==> src/rtl/capture_pkg.sv <==
// -----------------------------------------------------------------------------
// capture_pkg
// Shared types and constants for the ADC capture controller.
//   cap_state_e : controller state encoding (also driven out on the state port)
//   *_DEF       : default widths for sample, frame length and decimation ratio
//   SOF_BIT     : bit index of the frame-start marker in a FIFO word
// -----------------------------------------------------------------------------
package capture_pkg;

   localparam int DATA_W_DEF  = 10;
   localparam int LEN_W_DEF   = 13;
   localparam int DECIM_W_DEF = 8;

   // FIFO word is {sof, sample}, so the marker sits just above the sample
   localparam int SOF_BIT     = DATA_W_DEF;

   typedef enum logic [1:0] {
      ST_IDLE    = 2'd0,
      ST_ARMED   = 2'd1,
      ST_CAPTURE = 2'd2
   } cap_state_e;

endpackage

==> src/rtl/capture_trig_detect.sv <==
// -----------------------------------------------------------------------------
// capture_trig_detect
// Level-crossing / forced trigger detector for the capture controller.
// Tracks the previous kept sample while enabled (ARMED) and flags the kept
// sample that crosses the threshold in the selected direction, or the first
// kept sample at/after a force request.
// Ports:
//   i_clk, i_rst_n : clock, async active-low reset
//   i_clr          : arm pulse; forgets previous sample and pending force
//   i_en           : controller is ARMED
//   i_kept         : current cycle carries a kept sample
//   i_data         : current sample
//   i_level        : unsigned threshold
//   i_edge         : 0 = rising, 1 = falling
//   i_force        : force-trigger pulse
//   o_trig_hit     : combinational, high for the kept sample that triggers
// -----------------------------------------------------------------------------
module capture_trig_detect
   import capture_pkg::*;
#(
   parameter int DATA_W = DATA_W_DEF
)(
   input  logic              i_clk,
   input  logic              i_rst_n,
   input  logic              i_clr,
   input  logic              i_en,
   input  logic              i_kept,
   input  logic [DATA_W-1:0] i_data,
   input  logic [DATA_W-1:0] i_level,
   input  logic              i_edge,
   input  logic              i_force,
   output logic              o_trig_hit
);

   logic [DATA_W-1:0] r_prev;
   logic              r_prev_vld;
   logic              r_force_pend;
   logic              w_rise;
   logic              w_fall;
   logic              w_force;

   assign w_rise  = (r_prev < i_level) && (i_data >= i_level);
   assign w_fall  = (r_prev > i_level) && (i_data <= i_level);
   // a force arriving with a kept sample applies to that sample
   assign w_force = r_force_pend | i_force;

   assign o_trig_hit = i_en && !i_clr && i_kept &&
                       (w_force || (r_prev_vld && (i_edge ? w_fall : w_rise)));

   always_ff @(posedge i_clk or negedge i_rst_n) begin
      if (!i_rst_n) begin
         r_prev       <= '0;
         r_prev_vld   <= 1'b0;
         r_force_pend <= 1'b0;
      end else if (i_clr) begin
         r_prev_vld   <= 1'b0;
         r_force_pend <= 1'b0;
      end else if (i_en) begin
         if (i_kept) begin
            r_prev       <= i_data;
            r_prev_vld   <= 1'b1;
            r_force_pend <= 1'b0;
         end else if (i_force) begin
            r_force_pend <= 1'b1;
         end
      end
   end

endmodule

==> src/rtl/adc_capture_ctrl.sv <==
// -----------------------------------------------------------------------------
// adc_capture_ctrl
// Trigger-gated capture controller feeding the write side of the sample FIFO.
// After arm it waits for a trigger, then writes a fixed number of kept
// samples as {sof, sample}; the first frame word carries sof=1.
// Frame length counts kept samples in time: a sample dropped because the FIFO
// cannot accept it still counts, and sets the sticky overflow flag.
// Build option: CAPTURE_DECIM_EN -- when defined, keep 1 of (decim+1) adc_vld
// strobes; when undefined every strobe is kept and i_decim is ignored.
// Ports:
//   i_clk, i_rst_n        : clock, async active-low reset
//   i_adc_data, i_adc_vld : sample stream
//   i_arm                 : start/restart capture (wins over trigger/finish)
//   i_force_trig          : trigger on next kept sample while armed
//   i_trig_level/edge     : threshold and direction (0 rising, 1 falling)
//   i_cap_len, i_decim    : frame length / decimation, latched at arm
//   o_fifo_wr_en/data     : FIFO write strobe and {sof, sample}
//   i_fifo_wr_vld         : FIFO can accept this cycle
//   o_busy, o_done        : state != IDLE, frame-complete pulse
//   o_overflow            : sticky dropped-sample flag, cleared on arm
//   o_state               : IDLE=0, ARMED=1, CAPTURE=2
// -----------------------------------------------------------------------------
module adc_capture_ctrl
   import capture_pkg::*;
#(
   parameter int DATA_W  = DATA_W_DEF,
   parameter int LEN_W   = LEN_W_DEF,
   parameter int DECIM_W = DECIM_W_DEF
)(
   input  logic               i_clk,
   input  logic               i_rst_n,
   input  logic [DATA_W-1:0]  i_adc_data,
   input  logic               i_adc_vld,
   input  logic               i_arm,
   input  logic               i_force_trig,
   input  logic [DATA_W-1:0]  i_trig_level,
   input  logic               i_trig_edge,
   input  logic [LEN_W-1:0]   i_cap_len,
   input  logic [DECIM_W-1:0] i_decim,
   output logic               o_fifo_wr_en,
   output logic [DATA_W:0]    o_fifo_wr_data,
   input  logic               i_fifo_wr_vld,
   output logic               o_busy,
   output logic               o_done,
   output logic               o_overflow,
   output logic [1:0]         o_state
);

   cap_state_e       r_state;
   logic [LEN_W-1:0] r_len;
   logic [LEN_W-1:0] r_cnt;
   logic [LEN_W-1:0] w_cnt_nxt;
   logic             w_kept;
   logic             w_trig_hit;
   logic             w_frame_smp;
   logic             w_sof;

`ifdef CAPTURE_DECIM_EN
   logic [DECIM_W-1:0] r_decim;
   logic [DECIM_W-1:0] r_dcnt;

   // counts adc_vld strobes, wraps at the latched ratio; phase 0 is kept
   assign w_kept = i_adc_vld && (r_dcnt == '0);

   always_ff @(posedge i_clk or negedge i_rst_n) begin
      if (!i_rst_n) begin
         r_decim <= '0;
         r_dcnt  <= '0;
      end else if (i_arm) begin
         r_decim <= i_decim;
         r_dcnt  <= '0;
      end else if (i_adc_vld) begin
         r_dcnt  <= (r_dcnt == r_decim) ? '0 : r_dcnt + 1'b1;
      end
   end
`else
   logic w_unused_decim;
   assign w_unused_decim = ^i_decim;
   assign w_kept         = i_adc_vld;
`endif

   capture_trig_detect #(
      .DATA_W (DATA_W)
   ) u_trig (
      .i_clk      (i_clk),
      .i_rst_n    (i_rst_n),
      .i_clr      (i_arm),
      .i_en       (r_state == ST_ARMED),
      .i_kept     (w_kept),
      .i_data     (i_adc_data),
      .i_level    (i_trig_level),
      .i_edge     (i_trig_edge),
      .i_force    (i_force_trig),
      .o_trig_hit (w_trig_hit)
   );

   // a frame sample is the trigger sample (ARMED) or any kept sample in CAPTURE
   assign w_frame_smp = ((r_state == ST_ARMED) && w_trig_hit) ||
                        ((r_state == ST_CAPTURE) && w_kept);
   assign w_sof       = (r_state == ST_ARMED);
   // r_cnt is 0 in ARMED, so the trigger sample makes it 1
   assign w_cnt_nxt   = r_cnt + 1'b1;

   always_ff @(posedge i_clk or negedge i_rst_n) begin
      if (!i_rst_n) begin
         r_state        <= ST_IDLE;
         r_len          <= '0;
         r_cnt          <= '0;
         o_fifo_wr_en   <= 1'b0;
         o_fifo_wr_data <= '0;
         o_done         <= 1'b0;
         o_overflow     <= 1'b0;
      end else begin
         o_fifo_wr_en <= 1'b0;
         o_done       <= 1'b0;
         if (i_arm) begin
            r_len      <= i_cap_len;
            r_cnt      <= '0;
            o_overflow <= 1'b0;
            if (i_cap_len == '0) begin
               r_state <= ST_IDLE;
               o_done  <= 1'b1;
            end else begin
               r_state <= ST_ARMED;
            end
         end else if (w_frame_smp) begin
            if (i_fifo_wr_vld) begin
               o_fifo_wr_en   <= 1'b1;
               o_fifo_wr_data <= {w_sof, i_adc_data};
            end else begin
               o_overflow     <= 1'b1;
            end
            r_cnt <= w_cnt_nxt;
            if (w_cnt_nxt == r_len) begin
               r_state <= ST_IDLE;
               o_done  <= 1'b1;
            end else begin
               r_state <= ST_CAPTURE;
            end
         end
      end
   end

   assign o_state = r_state;
   assign o_busy  = (r_state != ST_IDLE);

endmodule

==> config.mk <==
export PLATFORM = sky130hd
export DESIGN_NAME = adc_capture_ctrl
export DESIGN_NICKNAME = d
export VERILOG_FILES = /design/src/rtl/capture_pkg.sv /design/src/rtl/capture_trig_detect.sv /design/src/rtl/adc_capture_ctrl.sv
export SDC_FILE = /design/constraint.sdc
export NUM_CORES = 1
export LEC_CHECK = 0
export CAP_MARGIN = 25
export CORE_MARGIN = 2
export CORE_UTILIZATION = 40
export DETAILED_ROUTE_END_ITERATION = 6
export GPL_TIMING_DRIVEN = 0
export SLEW_MARGIN = 20
export SYNTH_ARGS = -nofsm -noshare
export SYNTH_HDL_FRONTEND = slang
export SYNTH_HIERARCHICAL = 1
export SYNTH_SLANG_ARGS = --single-unit
==> constraint.sdc <==
create_clock -name i_clk -period 4.17 [get_ports i_clk]
set_input_delay 1.0425 -clock i_clk [delete_from_list [all_inputs] [get_ports i_clk]]
set_output_delay 1.0425 -clock i_clk [all_outputs]
set_load 0.1 [all_outputs]
==> results of run 1 <==
## registers in the layout, indices dropped and copies added (netlist names)
signal	cells
o_done	1
r_len	13
u_trig/r_force_pend	1
o_overflow	1
u_trig/r_prev_vld	1
o_fifo_wr_data	11
r_cnt	13
u_trig/r_prev	10
o_state	2
o_fifo_wr_en	1
## through the flow
step                      cell area (sq um)   util  std cells
after global placement                 3830  0.499        478
final                                  3920  0.509        485
after CTS                              3920  0.509        485
after detailed placement               3830  0.498        478
after floorplan                        3150      -        320
after global routing                   3920  0.509        485
## cells in the mapped netlist, types with 4 or more instances
master / n
a21oi_1: 16
nor3_1: 9
xnor2_1: 16
clkbuf_1: 6
o21ai_0: 8
inv_1: 15
nand3_1: 7
nor2_1: 28
ha_1: 21
nand2b_1: 4
dfrtp_1: 54
and3_1: 4
mux2_2: 25
nand2_1: 43
nand4_1: 6
xor2_1: 5
nor4_1: 4
## kinds of logic after synthesis
group,after synthesis,synth area share
compound gates,48,0.105
flops,54,0.430
xor+xnor,21,0.0585
simple gates,122,0.192
mux,27,0.0959
fa+ha+maj,21,0.0835
buf+inv,27,0.0358
## worst max-delay path: cells and delay by family
kind / cells / cell delay, ps
and+or+nand+nor: 4 / 900
AOI/OAI and AO/OA: 7 / 1380
buffers and inverters: 2 / 510
adders and majority gates: 1 / 300
## cell type report
class | instances | share of cell area
Inverter | 15 | 0.0144
Multi-Input combinational cell | 239 | 0.430
Buffer | 12 | 0.0144
Timing Repair Buffer | 56 | 0.143
Clock inverter | 2 | 0.00384
Tap cell | 102 | 0.0326
Sequential cell | 54 | 0.345
Clock buffer | 5 | 0.0176
## path summary, 6_finish.rpt
| path | to | from | slack, ps |
|---|---|---|---|
| min | u_trig/r_prev[2] | u_trig/r_prev[2] | 490 |
| min reg2reg | u_trig/r_prev[2] | u_trig/r_prev[2] | 490 |
| min in group asynchronous | u_trig/r_prev[7] | i_rst_n | 750 |
| max in group asynchronous | r_cnt[0] | i_rst_n | 2930 |
| max | o_state[1] | i_trig_level[7] | 240 |
| max reg2reg | o_state[1] | o_state[1] | 1090 |
## metal layers
metal | track usage | up-vias | part of all wire
met5 | 0 | - | 0
li1 | - | 1241 | -
met1 | 0.228 | 1192 | 0.47
met4 | 0.0331 | 0 | 0.0077
met3 | 0.0350 | 5 | 0.048
met2 | 0.305 | 56 | 0.48
## power by group through the flow
stage / clock network, mW / registers, mW / logic (mW)
finish: 0.299 / 0.632 / 0.600
global route: 0.330 / 0.643 / 0.641
CTS: 0.310 / 0.634 / 0.605
detailed placement: 0 / 0.645 / 0.604
global placement: 0 / 0.643 / 0.598
floorplan: 0 / 0.900 / 0.173
==> out/qor_table.md, run 1 <==
| Item | This run | Unit |
|:---|:---|:---|
| Number of stages on the worst hold path | 2 | - |
| Final hold slack | 492 | ps |
| Area fraction of the dominant cell type after synthesis | 0.430 | - |
| Reg area | 1350 | sq um |
| RePlAce Congestion | 0.841 | - |
| Number of register bits inferred by synthesis | 54 | - |
| MaxCap Viol Count | 0 | - |
| Overall Global Routing Usage | 0.175 | - |
| Minimum period implied by the final worst setup slack | 3930 | ps |
| Count of endpoints failing hold in the final timing report | 0 | - |
| Synthesized netlist cell count | 320 | - |
| Effective utilization at floorplan | 0.409 | - |
| Initial antenna violation count | 0 | - |
| Post-synth cell types | 49 | - |
| Fillers | 735 | - |
| Combinational Power Share | 0.392 | - |
| Clk root buf | clkbuf_8 | - |
| Worst Setup End Kind | flip-flop | - |
| Delay contributed by the slowest stage of the critical path | 570 | ps |
| Via count of the first global-routing pass | 2,458 | - |
| Setup Crit Path Kind | primary input to flip-flop | - |
| Proportion of power drawn by flip-flops and latches | 0.413 | - |
| Worst VDD drop | 0.127 | mV |
| Most frequent standard cell in the layout excluding fill and tap cells | clkdlybuf4s50_1 | - |
| Setup repair after global routing missed its margin | false | - |
| Ant. Diodes | 0 | - |
| Post CTS Setup Buffer Count | 0 | - |
| Hold bufs inserted after CTS | 0 | - |
| Fraction of final layout cells sized beyond drive strength 1 | 0.131 | - |
| Highest-count cells in the layout ignoring fill and taps | clkdlybuf4s50_1, dfrtp_1, nand2_1 | - |
| Required @ worst endpoint | 4380 | ps |
| Sequential element share of the synthesized area | 0.430 | - |
| Switching Power | 0.630 | mW |
| Number of cell rows | 32 | - |
| Area used by multi-input combinational logic | 1680 | sq um |
| Average vias per placed instance | 5.14 | - |
| Slew @ Worst Pin | 982 | ps |
| Setup-failing EPs final | 0 | - |
| Library cell occupying the most area in the post-synthesis netlist | dfrtp_1 | - |
| Mean post-synth cell area | 9.83 | sq um |
| Clock tree buffer depth | 2 | - |
| IO Count | 65 | - |
| Number of vias after detailed routing | 2,494 | - |
| Worst Reg2Reg Path Length in Cells | 12 | - |
| Power per Cell Area | 391 | nW/um^2 |
| Outcome | finished, final reports clean | - |
| Signed area change from the synthesized netlist to the final layout | 24.5 | % |
| Critical path peak fanout | 10 | - |
| Worst rel slew slack | 0.343 | - |
| Arrival time at the worst endpoint | 4140 | ps |
| Internal Power | 0.901 | mW |
| Routed Antenna Nets | 0 | - |
| Worst path setup slack after routing | 240 | ps |
| Top cells by area, synth | dfrtp_1, mux2_2, ha_1 | - |
| Floorplan die area | 8590 | sq um |
| Leakage Power | 1.69 | nW |
| Number of nets in the layout | 452 | - |
| Synthesized netlist net count | 389 | - |
| Global-route wire length before repair | 12.0 | mm |
| Count of final max-slew check failures | 0 | - |
| Port bufs | 56 | - |
| H-tree levels | 2 | - |
| Clock buffer count from CTS | 5 | - |
| Clock-pin transition on the worst setup and hold timing paths | 100 | ps |
| First-pass detailed-route iteration total | 4 | - |
| Highest-delay cell along the critical path | or4_4 | - |
| Post-synthesis async set-or-reset flop share | 1.00 | - |
| Clock network power share | 0.195 | - |
| Min-Delay Path Class | flip-flop to flip-flop | - |
| Largest net degree at the start of global routing | 55 | - |
| Switching share of power | 0.412 | - |
| Period utilisation layout | 0.942 | - |
| Primary flip-flop cell chosen by synthesis mapping | dfrtp_1 | - |
| Violation count after the first detailed-route iteration | 79 | - |
| HPWL after DPL | 5.28 | mm |
| Highest Clock Rate | 254 | MHz |
| CTS tree | built | - |
| Total congestion overflow | 0 | - |
| Sum of negative setup slack | 0 | ps |
| Clock latency on the worst-skew pair | 310 | ps |
| Detailed-route wire length per cell | 14.5 | microns |
| Placeable core area | 7690 | sq um |
| Total power | 1.53 | mW |
| Number of flops mapped to enable cells by yosys | 0 | - |
| Cell area after synthesis | 3150 | sq um |
| Chip Height | 92.7 | microns |
| Worst setup timing slack at the placement stage | -159 | ps |
| Die extent in x | 92.7 | microns |
| Count of clock tree sinks | 54 | - |
| Count of instances resized after the clock tree is built | 0 | - |
| Cell-by-cell listing of the critical path | clkdlybuf4s50_1 -> inv_1 -> ha_1 -> a21oi_2 -> nor2_1 -> a211oi_2 -> o21ai_1 -> a211o_1 -> nand2_1 -> a2bb2oi_2 -> or4_4 -> a2111oi_2 -> a41oi_1 -> nor2b_1 | - |
| Number of warnings reported in the yosys synthesis log | 6 | - |
| Maximum clock skew at final layout | 11.4 | ps |
| Number of design rule violations left after detail routing | 0 | - |
| Kind of start point of the critical path | primary input | - |
| Post-Route WL | 7.03 | mm |
No activity file was read; power rests on OpenSTA's default activity.
==> run 2: changes to the inputs <==
--- a/config.mk
+++ b/config.mk
@@ -6,6 +6,7 @@
 export NUM_CORES = 1
 export LEC_CHECK = 0
 export CAP_MARGIN = 25
+export CORE_ASPECT_RATIO = 0.6
 export CORE_MARGIN = 2
 export CORE_UTILIZATION = 40
 export DETAILED_ROUTE_END_ITERATION = 6
@@ -15,3 +16,4 @@
 export SYNTH_HDL_FRONTEND = slang
 export SYNTH_HIERARCHICAL = 1
 export SYNTH_SLANG_ARGS = --single-unit
+export TNS_END_PERCENT = 50
==> run 2 against run 1 <==
Effect of this change: critical path depth unchanged; global-route usage increased by 1.5 points; critical path type unchanged; wire length increased by 9.2%; clock skew decreased by 2.3 ps; sequential power increased by 1%; critical endpoint unchanged; largest cell class unchanged; hold slack got worse by 9.0 ps; die area increased by 0.26%; largest power group unchanged; setup slack got worse by 67 ps.
==> out/qor_table.md, run 2 (synthesis results as in run 1) <==
| Item | This run | Unit | vs previous |
|:---|:---|:---|:---|
| Number of cell rows | 24 | - | -25% |
| Clock buffer count from CTS | 5 | - | unchanged |
| Number of nets in the layout | 452 | - | unchanged |
| Average vias per placed instance | 5.16 | - | +0.34% |
| Number of design rule violations left after detail routing | 0 | - | unchanged |
| Floorplan die area | 8610 | sq um | +0.26% |
| Setup-failing EPs final | 0 | - | unchanged |
| Clock tree buffer depth | 2 | - | unchanged |
| Minimum period implied by the final worst setup slack | 4000 | ps | +67.1 ps |
| Fraction of final layout cells sized beyond drive strength 1 | 0.135 | - | +0.00487 |
| Setup Crit Path Kind | primary input to flip-flop | - |  |
| Overall Global Routing Usage | 0.190 | - | +0.0149 |
| Highest-count cells in the layout ignoring fill and taps | clkdlybuf4s50_1, dfrtp_1, nand2_1 | - |  |
| Power per Cell Area | 428 | nW/um^2 | +9.3% |
| Core occupancy in the finished layout | 0.542 | - | +0.0326 |
| Kind of start point of the critical path | primary input | - |  |
| Worst path setup slack after routing | 173 | ps | -67.1 ps |
| Ant. Diodes | 0 | - | unchanged |
| Hold bufs inserted after CTS | 0 | - | unchanged |
| Clock latency on the worst-skew pair | 300 | ps | about the same |
| HPWL after DPL | 5.85 | mm | +11% |
| Most frequent standard cell in the layout excluding fill and tap cells | clkdlybuf4s50_1 | - |  |
| Chip Height | 72.7 | microns | -22% |
| Die extent in x | 118 | microns | +28% |
| MaxCap Viol Count | 0 | - | unchanged |
| Setup repair after global routing missed its margin | false | - |  |
| Largest registers ranked by flip-flop count | r_cnt (13), r_len (13), o_fifo_wr_data (11) | - |  |
| Placeable core area | 7450 | sq um | -3.1% |
| Reg-to-Reg Start | o_state[0] | - |  |
| Detailed-route wire length per cell | 15.7 | microns | +8.5% |
| Highest-delay cell along the critical path | or4_4 | - |  |
| H-tree levels | 2 | - | unchanged |
| Arrival time at the worst endpoint | 4180 | ps | +40 ps |
| Number of vias after detailed routing | 2,518 | - | +0.96% |
| Critical path buffers and inverters | 2 | - | unchanged |
| Signed area change from the synthesized netlist to the final layout | 28.3 | % |  |
| IO Count | 65 | - | unchanged |
| Clock-pin transition on the worst setup and hold timing paths | 70 | ps | -30 ps |
| Required @ worst endpoint | 4350 | ps | -30 ps |
| Clk root buf | clkbuf_16 | - |  |
| Slew @ Worst Pin | 978 | ps | -4.31 ps |
| Worst VDD drop | 0.247 | mV | +95% |
| Routed Antenna Nets | 0 | - | unchanged |
| Critical path peak fanout | 10 | - | unchanged |
| Count of final max-slew check failures | 0 | - | unchanged |
| Number of placed instances, taps included | 480 | - | +0.42% |
| Worst rel slew slack | 0.346 | - | +0.00289 |
| Leakage Power | 1.74 | nW | +2.7% |
| Worst path top cell family by delay | compound AO/OA/AOI/OAI gates | - |  |
| Delay contributed by the slowest stage of the critical path | 580 | ps | about the same |
| Final Instance Count excl. Fillers | 488 | - | +0.62% |
| Via count of the first global-routing pass | 2,304 | - | -6.3% |
| Largest net degree at the start of global routing | 55 | - | unchanged |
| Highest Clock Rate | 250 | MHz | -1.7% |
| Total congestion overflow | 0 | - | unchanged |
| Violation count after the first detailed-route iteration | 116 | - | +47% |
| Global-route wire length before repair | 12.5 | mm | +4.2% |
| Startpoint of the most critical hold path | u_trig/r_prev[6] | - |  |
| First-pass detailed-route iteration total | 4 | - | unchanged |
| Worst setup timing slack at the placement stage | -287 | ps | -128 ps |
| Initial antenna violation count | 0 | - | unchanged |
| Outcome | finished, final reports clean | - |  |
| Cell-by-cell listing of the critical path | clkdlybuf4s50_1 -> inv_1 -> ha_1 -> a21oi_2 -> nor2_1 -> a211oi_2 -> o21ai_1 -> a211o_1 -> nand2_1 -> a2bb2oi_4 -> or4_4 -> a2111oi_4 -> a41oi_2 -> nor2b_1 | - |  |
| RePlAce Congestion | 0.882 | - | +4.9% |
| Period utilisation layout | 0.958 | - | +0.0161 |
| Min-Delay Path Class | flip-flop to flip-flop | - |  |
| Count of clock tree sinks | 54 | - | unchanged |
| Effective utilization at floorplan | 0.422 | - | +0.0132 |
| Post-Route WL | 7.68 | mm | +9.2% |
| CTS tree | built | - |  |
| Port bufs | 56 | - | unchanged |
| Maximum clock skew at final layout | 9.05 | ps | -2.30 ps |
| Worst Setup End Kind | flip-flop | - |  |
| Start point of the critical path | i_trig_level[7] | - |  |
| Count of endpoints failing hold in the final timing report | 0 | - | unchanged |
## run 2: cell types whose count changed in the layout (fill, tap and decap cells not counted)
cell | previous run | this run
a2111oi_2 | 1 | 0
a2111oi_4 | 0 | 1
a21oi_1 | 16 | 15
a21oi_2 | 1 | 2
a2bb2oi_2 | 1 | 0
a2bb2oi_4 | 0 | 1
a41oi_1 | 1 | 0
a41oi_2 | 0 | 1
bufinv_16 | 0 | 1
clkbuf_1 | 6 | 7
clkbuf_16 | 0 | 5
clkbuf_8 | 5 | 0
clkinvlp_4 | 2 | 1
## run 2: metal layers
layer / share of wire / up-vias / GRT usage / wire (microns)
met3: 0.074 / 5 / 0.0422 / 565
met1: 0.56 / 1179 / 0.312 / 4270
met5: 0 / - / 0 / 0
met2: 0.36 / 81 / 0.242 / 2770
met4: 0.010 / 0 / 0.0516 / 78
li1: - / 1253 / - / -
## run 2: final cells by class
cell class	instances	area, sq um
Clock buffer	6	129
Clock inverter	2	37.5
Inverter	15	56.3
Tap cell	104	130
Buffer	12	56.3
Timing Repair Buffer	56	558
Fill cell	714	3410
Sequential cell	54	1350
Multi-Input combinational cell	239	1720
## run 2: where the power goes
group / internal [mW] / switching (mW)
clock: 0.284 / 0.192
sequential: 0.593 / 0.0465
combinational: 0.197 / 0.414
## run 2: path summary, 6_finish.rpt
kind | to | slack, ps | depth (start not counted)
setup reg to reg | o_state[1] | 1010 | 12
setup / recovery | o_state[1] | 170 | 14
hold reg to reg | u_trig/r_prev[6] | 480 | 2
max in group asynchronous | o_done | 2940 | 1
min in group asynchronous | o_fifo_wr_data[4] | 780 | 1
hold / removal | u_trig/r_prev[6] | 480 | 2
## run 2: tightest hold or removal path: stages (launching register included)
cell	delay (ps)
dfrtp_1	350
nand2_1	50
nand2_1	60
## run 2: repair_timing
| action | in CTS | in global routing |
|---|---|---|
| setup buffers | 0 | 0 |
| endpoints found under the setup margin | 0 | 2 |
| resized for setup | 0 | 4 |
## run 2: per-stage QoR
step / hold WS, ps / instance area [sq um] / setup TNS (ps) / total power, mW
final: 483 / 4040 / 0 / 1.73
after global routing: 509 / 4040 / 0 / 1.80
after CTS: 486 / 4000 / 0 / 1.74
after detailed placement: 468 / 3830 / -1600 / 1.26
after global placement: 463 / 3840 / -1700 / 1.25
after floorplan: 450 / 3150 / 0 / 1.07
